**config.mk**
```make
export PLATFORM = sky130hd
export DESIGN_NAME = keypad_scan_ctrl_flat
export DESIGN_NICKNAME = d
export VERILOG_FILES = /design/src/rtl/keypad_pkg.sv /design/src/rtl/keypad_scan_ctrl_if.sv /design/src/rtl/sync2.sv /design/src/rtl/keypad_scan_ctrl.sv /design/src/flat_wrapper.sv
export SDC_FILE = /design/constraint.sdc
export NUM_CORES = 1
export LEC_CHECK = 0
export BUFFER_PORTS_ARGS = -buffer_cell sky130_fd_sc_hd__buf_2
export CORE_MARGIN = 2
export CORE_UTILIZATION = 40
export CTS_CLUSTER_SIZE = 14
export DETAILED_ROUTE_END_ITERATION = 8
export HOLD_SLACK_MARGIN = 0.08
export SYNTH_ARGS = -nofsm -noshare
export SYNTH_HDL_FRONTEND = slang
export SYNTH_SLANG_ARGS = --single-unit
```
**constraint.sdc**
```tcl
create_clock -name clk -period 2.6 [get_ports clk]
set_input_delay 0.39 -clock clk [delete_from_list [all_inputs] [get_ports clk]]
set_output_delay 0.39 -clock clk [all_outputs]
set_load 0.01 [all_outputs]
```
**src/rtl/keypad_pkg.sv**
```systemverilog
// Shared types and helpers for the 4x4 keypad scanner.
// Pure declarations; no timing or flow control of its own.
package keypad_pkg;

  typedef enum logic [1:0] {
    SCAN,
    DEBOUNCE,
    PRESSED
  } state_t;

  localparam logic [3:0] ROWS_IDLE = 4'hF;

  typedef struct packed {
    logic       single;
    logic [1:0] idx;
  } onehot0_t;

  // Locates the low bit of an active-low row pattern; single is set only when exactly one row is low.
  function automatic onehot0_t onehot0_idx(input logic [3:0] v);
    onehot0_t r;
    int       zeros;
    r     = '0;
    zeros = 0;
    for (int i = 0; i < 4; i++) begin
      if (!v[i]) begin
        zeros = zeros + 1;
        r.idx = 2'(i);
      end
    end
    r.single = (zeros == 1);
    return r;
  endfunction

endpackage

```
**src/rtl/keypad_scan_ctrl_if.sv**
```systemverilog
// Keypad pin and key-event bundle between the scanner and its neighbours.
// No latency; key events are single-cycle pulses with no backpressure.
interface keypad_scan_ctrl_if;
  logic [3:0] row;
  logic [3:0] col;
  logic [3:0] key_code;
  logic       key_valid;
  logic       key_held;

  modport master (
    input  row,
    output col, key_code, key_valid, key_held
  );

  modport slave (
    output row,
    input  col, key_code, key_valid, key_held
  );
endinterface

```
**src/rtl/sync2.sv**
```systemverilog
// Two-flop synchronizer for asynchronous level inputs, resetting to all ones.
// Latency 2 cycles; no flow control.
module sync2 #(
  parameter int WIDTH = 4
) (
  input  logic             clk,
  input  logic             reset,
  input  logic [WIDTH-1:0] d,
  output logic [WIDTH-1:0] q
);

  logic [WIDTH-1:0] meta;

  always_ff @(posedge clk) begin
    if (reset) begin
      meta <= '1;
      q    <= '1;
    end else begin
      meta <= d;
      q    <= meta;
    end
  end

endmodule

```
**src/rtl/keypad_scan_ctrl.sv**
```systemverilog
// 4x4 keypad scanner: one column driven low per dwell, rows debounced over DB_N dwell samples.
// key_valid follows the accepting sample tick by one cycle; events cannot be stalled by the consumer.
module keypad_scan_ctrl
  import keypad_pkg::*;
#(
  parameter int SCAN_DIV = 1000,
  parameter int DB_N     = 4
) (
  input logic              clk,
  input logic              reset,
  keypad_scan_ctrl_if.master kp
);

  localparam int              DIV_W    = $clog2(SCAN_DIV);
  localparam logic [DIV_W-1:0] DIV_LAST = DIV_W'(SCAN_DIV - 1);
  localparam logic [3:0]       DB_LAST  = 4'(DB_N);

  logic [3:0]       row_s;
  logic [DIV_W-1:0] div_cnt;
  logic             tick;
  state_t           state, state_nxt;
  logic [1:0]       col_idx, col_idx_nxt;
  logic [3:0]       pat, pat_nxt;
  logic [3:0]       cnt, cnt_nxt;
  logic [3:0]       rel_cnt, rel_cnt_nxt;
  logic [3:0]       key_code_nxt;
  logic             key_valid_nxt;
  onehot0_t         pat_dec;

  sync2 #(.WIDTH(4)) u_sync (
    .clk   (clk),
    .reset (reset),
    .d     (kp.row),
    .q     (row_s)
  );

  assign tick    = (div_cnt == DIV_LAST);
  assign pat_dec = onehot0_idx(pat);

  always_ff @(posedge clk) begin
    if (reset) begin
      div_cnt <= '0;
    end else if (tick) begin
      div_cnt <= '0;
    end else begin
      div_cnt <= div_cnt + DIV_W'(1);
    end
  end

  always_ff @(posedge clk) begin
    if (reset) begin
      state        <= SCAN;
      col_idx      <= 2'd0;
      pat          <= ROWS_IDLE;
      cnt          <= 4'd0;
      rel_cnt      <= 4'd0;
      kp.key_code  <= 4'd0;
      kp.key_valid <= 1'b0;
    end else begin
      state        <= state_nxt;
      col_idx      <= col_idx_nxt;
      pat          <= pat_nxt;
      cnt          <= cnt_nxt;
      rel_cnt      <= rel_cnt_nxt;
      kp.key_code  <= key_code_nxt;
      kp.key_valid <= key_valid_nxt;
    end
  end

  always_comb begin
    state_nxt     = state;
    col_idx_nxt   = col_idx;
    pat_nxt       = pat;
    cnt_nxt       = cnt;
    rel_cnt_nxt   = rel_cnt;
    key_code_nxt  = kp.key_code;
    key_valid_nxt = 1'b0;
    if (tick) begin
      case (state)
        SCAN: begin
          if (row_s == ROWS_IDLE) begin
            col_idx_nxt = col_idx + 2'd1;
          end else begin
            pat_nxt   = row_s;
            cnt_nxt   = 4'd1;
            state_nxt = DEBOUNCE;
          end
        end
        DEBOUNCE: begin
          if (row_s == pat) begin
            cnt_nxt = cnt + 4'd1;
            if (cnt_nxt == DB_LAST) begin
              if (pat_dec.single) begin
                state_nxt     = PRESSED;
                key_code_nxt  = {pat_dec.idx, col_idx};
                key_valid_nxt = 1'b1;
              end else begin
                // Chorded rows are ambiguous; move on without an event.
                state_nxt   = SCAN;
                col_idx_nxt = col_idx + 2'd1;
              end
            end
          end else if (row_s == ROWS_IDLE) begin
            state_nxt = SCAN;
          end else begin
            pat_nxt = row_s;
            cnt_nxt = 4'd1;
          end
        end
        PRESSED: begin
          rel_cnt_nxt = (row_s == ROWS_IDLE) ? rel_cnt + 4'd1 : 4'd0;
          if (rel_cnt_nxt == DB_LAST) begin
            state_nxt   = SCAN;
            col_idx_nxt = col_idx + 2'd1;
            rel_cnt_nxt = 4'd0;
          end
        end
        default: state_nxt = SCAN;
      endcase
    end
  end

  assign kp.col      = ~(4'b0001 << col_idx);
  assign kp.key_held = (state == PRESSED);

endmodule

```
**src/flat_wrapper.sv**
```systemverilog
// flat-port wrapper written by rule: the top's interface ports become plain ports
module keypad_scan_ctrl_flat import keypad_pkg::*;
#(
  parameter int SCAN_DIV = 1000,
  parameter int DB_N     = 4
)
  (clk, reset, kp_row, kp_col, kp_key_code, kp_key_valid, kp_key_held);
  keypad_scan_ctrl_if kp_i ();
  input logic clk;
  input logic reset;
  input wire logic [$bits(kp_i.row)-1:0] kp_row;
  output wire logic [$bits(kp_i.col)-1:0] kp_col;
  output wire logic [$bits(kp_i.key_code)-1:0] kp_key_code;
  output wire logic [$bits(kp_i.key_valid)-1:0] kp_key_valid;
  output wire logic [$bits(kp_i.key_held)-1:0] kp_key_held;
  assign kp_i.row = kp_row;
  assign kp_col = kp_i.col;
  assign kp_key_code = kp_i.key_code;
  assign kp_key_valid = kp_i.key_valid;
  assign kp_key_held = kp_i.key_held;
  keypad_scan_ctrl #(.SCAN_DIV(SCAN_DIV), .DB_N(DB_N)) u_core (.clk(clk), .reset(reset), .kp(kp_i));
endmodule
```
[After elaboration in Yosys (flattened, before gate mapping)]
Index checks and enable logic that the tools add are counted.
Storage, ports and cells
  flip-flop bits (word level): 39
  latch bits: 0
  RAM bits: 0
  ROM bits: 0
  input port bits: 6
  output and inout port bits: 10
  word-level logic and storage cells: 80
  memories: 0
Cells by class
  add/sub/neg operators: 7
  multiply operators: 0
  div/mod/pow operators: 0
  order comparisons: 0
  eq/ne operators: 17
  shift operators: 1
  mux-type cells: 29
  bitwise operators: 5
  reduce and logical (&&, ||, !) cells: 11
Operators with widths (count)
  $mux 32: 3
  $add 32x2->32 const B: 2
  $eq 32x2->1 const B: 1
  $mux 2: 13
  $mux 4: 6
  $pmux 4 s2: 2
  $pmux 2 s3: 2
  $add 10x1->10 const B: 1
  $eq 10x10->1 const B: 1
  $reduce_and 5->1: 2
  $add 4x1->4 const B: 2
  $eq 4x3->1 const B: 2
  $ne 2x1->1 const B: 4
  $reduce_and 7->1: 1
  $ne 2x2->1 const B: 3
  $reduce_or 5->1: 1
  $eq 4x4->1: 1
  $eq 4x4->1 const B: 1
  $not 1->1: 4
  $not 4->4: 1
  $reduce_and 2->1: 2
  $shl 1x2->4 const A: 1
  $mux 1: 3
  $ne 3x1->1 const B: 1
  10 further kinds: 10

[Longest topological paths before layout]
  depth after elaboration: 12
  gate-level depth with buffers: 10

[By module]
A second synthesis with hierarchy kept.
Second synthesis, totals
  cell total of the unflattened synthesis: 216
  area total of the unflattened synthesis: 1956.9 um^2
Modules (own cells, without submodules)
  keypad_scan_ctrl: instances 1, cells an instance 200, area each 1746.7 um^2, sequential area each 620.6 um^2
  sync2: instances 1, cells an instance 16, area each 210.2 um^2, sequential area each 160.2 um^2

[Worst setup path before layout]
OpenSTA, ideal clock, no wires.
  kind: flip-flop to flip-flop
  start: register u_core.pat[0]
  end: register u_core.col_idx[0]
  arrival: 2.164 ns
  path slack: 0.313 ns
  cell stages (with the launch flop): 9
  buffers on the path: 0
  path through: dfxtp_1 inv_1 ha_1 xnor2_1 ha_1 nor3_1 o211a_1 nor4b_4 mux2_1
Between the ends
  longest elaborated chain between the ends: 10
  elaborated cells on any way between the ends: 12
  classes of those cells: add/sub: 3; eq/ne: 4; mux: 4; reduce/logical: 1
RTL lines
  start: declaration: RTL line keypad_scan_ctrl.sv:23  | logic [3:0] pat, pat_nxt;
  start signal: assignment: RTL line keypad_scan_ctrl.sv:62  | pat <= pat_nxt;
  $mux 1: RTL line keypad_pkg.sv:25  | if (!v[i]) begin
  $add 1x1->2: RTL line keypad_pkg.sv:26  | zeros = zeros + 1;
  $mux 32: RTL line keypad_pkg.sv:25
  $add 32x2->32: RTL line keypad_pkg.sv:26
  $mux 32: RTL line keypad_pkg.sv:25
  $add 32x2->32: RTL line keypad_pkg.sv:26
  $mux 32: RTL line keypad_pkg.sv:25
  $eq 32x2->1: RTL line keypad_pkg.sv:30  | r.single = (zeros == 1);
  $ne 2x2->1 (no line)
  $reduce_and 7->1 (no line) *
  end signal: assignment: RTL line keypad_scan_ctrl.sv:61  | col_idx <= col_idx_nxt;
  end: declaration: RTL line keypad_scan_ctrl.sv:22  | logic [1:0] col_idx, col_idx_nxt;
Mark *: on every way between the ends. The rest lies on a longest branch, timed or not.
A chain may end at the register's enable or synchronous reset.

[Final worst setup path]
Ends and elaborated chain as after synthesis.

==> impl_metrics.toml <==
[run_status]
status = "completed"

[clocking]
post_cts_buffers = 0
holdBufCountCts = 0
numCtsBuffers = 5
clk_pin_slew_ps = 80
htree_levels = 2
clockBufferDepth = 2
cts_tree = "built"
root_buffer = "clkbuf_8"
insertion_delay_ps = 290
clock_sinks = 39

[timing]
hold_viol = 0
finalSetupViolCount = 0
whs_ps = 273.8
skew_ps = 4.871
min_period_ps = 2401
slew_headroom = 0.6590
tightest_slew_ps = 511.5
max_freq_mhz = 416.5
slew_violations = 0
fin_ws_ps = 199.3
fin_crit_sh = 0.9234

[grt]
track_usage = 0.1481
antenna_found_initial = 0
grt_pass1_vias = 1312
grt_pass1_wl_um = 6230
grt_max_degree = 34
grt_overflow = 0

[layout]
final_cell_mix = "39 x dfxtp_1, 23 x nor2_1, 15 x buf_2"
synthToLayoutAreaGrowth_pct = 13.05
final_common_cell = "dfxtp_1"
utilization = 0.4688
final_area_mm2 = 0.002200
drive_gt1_frac = 0.1525
fin_nets = 251
diodes = 0

[detailed_routing]
viasPerCell = 5.190
firstDrtPassIters = 4
drc = 0
first_iter_violations = 70
wirelength_um = 3693
ant_nets = 0
via_count = 1505
wl_per_cell_um = 12.73

[setup_path]
crit_type = "flip-flop to flip-flop"
critical_path_arrival_ps = 2580
cp.required_ps = 2780
endpoint_kind = "flip-flop"
cp_slowest_stage_delay_ps = 390
path_buf_inv = 1
cp_slowest_cell = "dfxtp_1"
cp_top_family = "adder cells"
cp-start-kind = "flip-flop"
crit_fanout = 6
worstPathCellList = "inv_1, ha_1, xnor2_1, ha_1, nand2b_1, xnor2_1, o211a_1, nor4b_4, mux2_1"

[place]
gp_congestion = 0.7500
hpwl_um = 2701
placed_area_mm2 = 0.002062
dp_worst_setup_slack_ps = 167.7
io_buffers = 15

[floorplan]
io_pins = 16
die_h_um = 73.74
die_area_mm2 = 0.005438
die_x_um = 73.74
coreArea_mm2 = 0.004692
start_util = 0.4147
rows = 25

[yosys]
yosysTopAreaCell = "dfxtp_1"
yosysUniqueCellTypes = 39
ys_warn_count = 0
synth-edff-count = 0
synth_fp_nets = 237
yosysSeqAreaShare = 0.4013
syn_inst = 221
netlist_top_cells_area = "dfxtp_1 40%, ha_1 6.4%, xor2_1 4.5%, nor2_1 4.4%, nand2b_1 3.2%"
ys.flop_type = "dfxtp_1"
yosysTopAreaCellShare = 0.4013
synthArstFlopShare = 0
avgSynthCellArea_um2 = 8.804
syn_area_mm2 = 0.001946
ys_ff_latch = 39

[power]
leakagePower_nw = 0.8714
ir_drop_mv = 0.3237
powerDensity_mw_per_mm2 = 574.5

[job]
maxCapViolCount = 0

[min_path]
hp-class = "primary input to flip-flop"
## layout make-up
type                       count  area (µm²)
sequential                    39       780.7
fill                         475        2492
clock inverter                 2       60.06
multi-input combinational    160        1084
timing repair buffer          17       90.09
tap                           54       67.56
clock buffer                   6       72.57
inverter                      12       45.04
## registers in the layout (all words and copies together), names as in the netlist
name and cells:
u_core.u_sync.meta 4, u_core.kp.key_code 4, u_core.div_cnt 10, u_core.col_idx 2, u_core.state 2, u_core.kp.key_valid 1, u_core.cnt 4, u_core.rel_cnt 4
u_core.u_sync.q 4, u_core.pat 4
## per-layer routing
metal,GRT usage,part of all wire
met2,0.2212,0.44
met1,0.2027,0.50
met5,0,0
met3,0.03704,0.041
met4,0.06061,0.017
## where the power goes
| part | switching (W) | internal [W] | total (W) |
|---|---|---|---|
| Combinational | 0.0000304 | 0.0000210 | 0.0000514 |
| Clock | 0.000215 | 0.000384 | 0.000598 |
| Sequential | 0.00000735 | 0.000606 | 0.000614 |
| Total | 0.000253 | 0.00101 | 0.00126 |
## cell families (layout without fill, tap and decap cells)
| logic type | count (synthesis) | count (layout) | share of synthesized area |
|---|---|---|---|
| DFF | 39 | 39 | 0.4013 |
| adders and majority gates | 10 | 10 | 0.06431 |
| xor gates and xnor gates | 16 | 16 | 0.07202 |
| AOI/OAI and AO/OA | 35 | 35 | 0.1164 |
| buffers and inverters | 22 | 37 | 0.04437 |
| and+or+nand+nor | 93 | 93 | 0.2701 |
| muxes | 6 | 6 | 0.03151 |
## cells in the mapped netlist, drive strengths merged, types with 3 or more instances
library cell / instances
dfxtp: 39
nor2: 23
inv: 12
a21oi: 11
nand2: 11
ha: 10
nand2b: 10
xor2: 10
nand3: 8
o21ai: 8
or2: 8
clkbuf: 7
nand4: 6
nor3: 6
xnor2: 6
mux2i: 5
and3: 4
a211oi: 3
a31oi: 3
and2: 3
buf: 3
nor2b: 3
o31ai: 3
## final timing paths
| check | start | endpoint | slack [ps] | cells after the start |
|---|---|---|---|---|
| worst min-delay path | kp_row[2] | u_core.u_sync.meta[2]$_SDFF_PP1_ | 270 | 2 |
| worst max register to register | u_core.pat[0]$_SDFFE_PP1P_ | u_core.col_idx[0]$_SDFFE_PP0P_ | 200 | 9 |
| worst min register to register | u_core.u_sync.meta[1]$_SDFF_PP1_ | u_core.u_sync.q[1]$_SDFF_PP1_ | 410 | 1 |
| worst max-delay path | u_core.pat[0]$_SDFFE_PP1P_ | u_core.col_idx[0]$_SDFFE_PP0P_ | 200 | 9 |
## worst register-to-register path: cells and delay by family (launching register included)
kind	cells	cell delay, ps
mux	1	340
xor+xnor	2	380
compound gates	1	220
fa+ha+maj	2	540
simple gates	2	360
buf+inv	1	60
flops	1	390
## per-stage QoR
step | setup TNS, ps | total power, W | std cells
2_1_floorplan | 0 | 0.0006638 | 221
3_3_place_gp | 0 | 0.0006788 | 282
3_5_place_dp | 0 | 0.0006791 | 282
4_1_cts | 0 | 0.001275 | 290
5_1_grt | -19.94 | 0.001307 | 290
6_report | 0 | 0.001264 | 290
## what timing repair did
item | 4_1_cts | 5_1_grt
resized for setup | 0 | 1
setup endpoints to repair | 0 | 2
hold endpoints to repair | 0 | 0
Note: power is estimated with default switching activity, not from simulation.
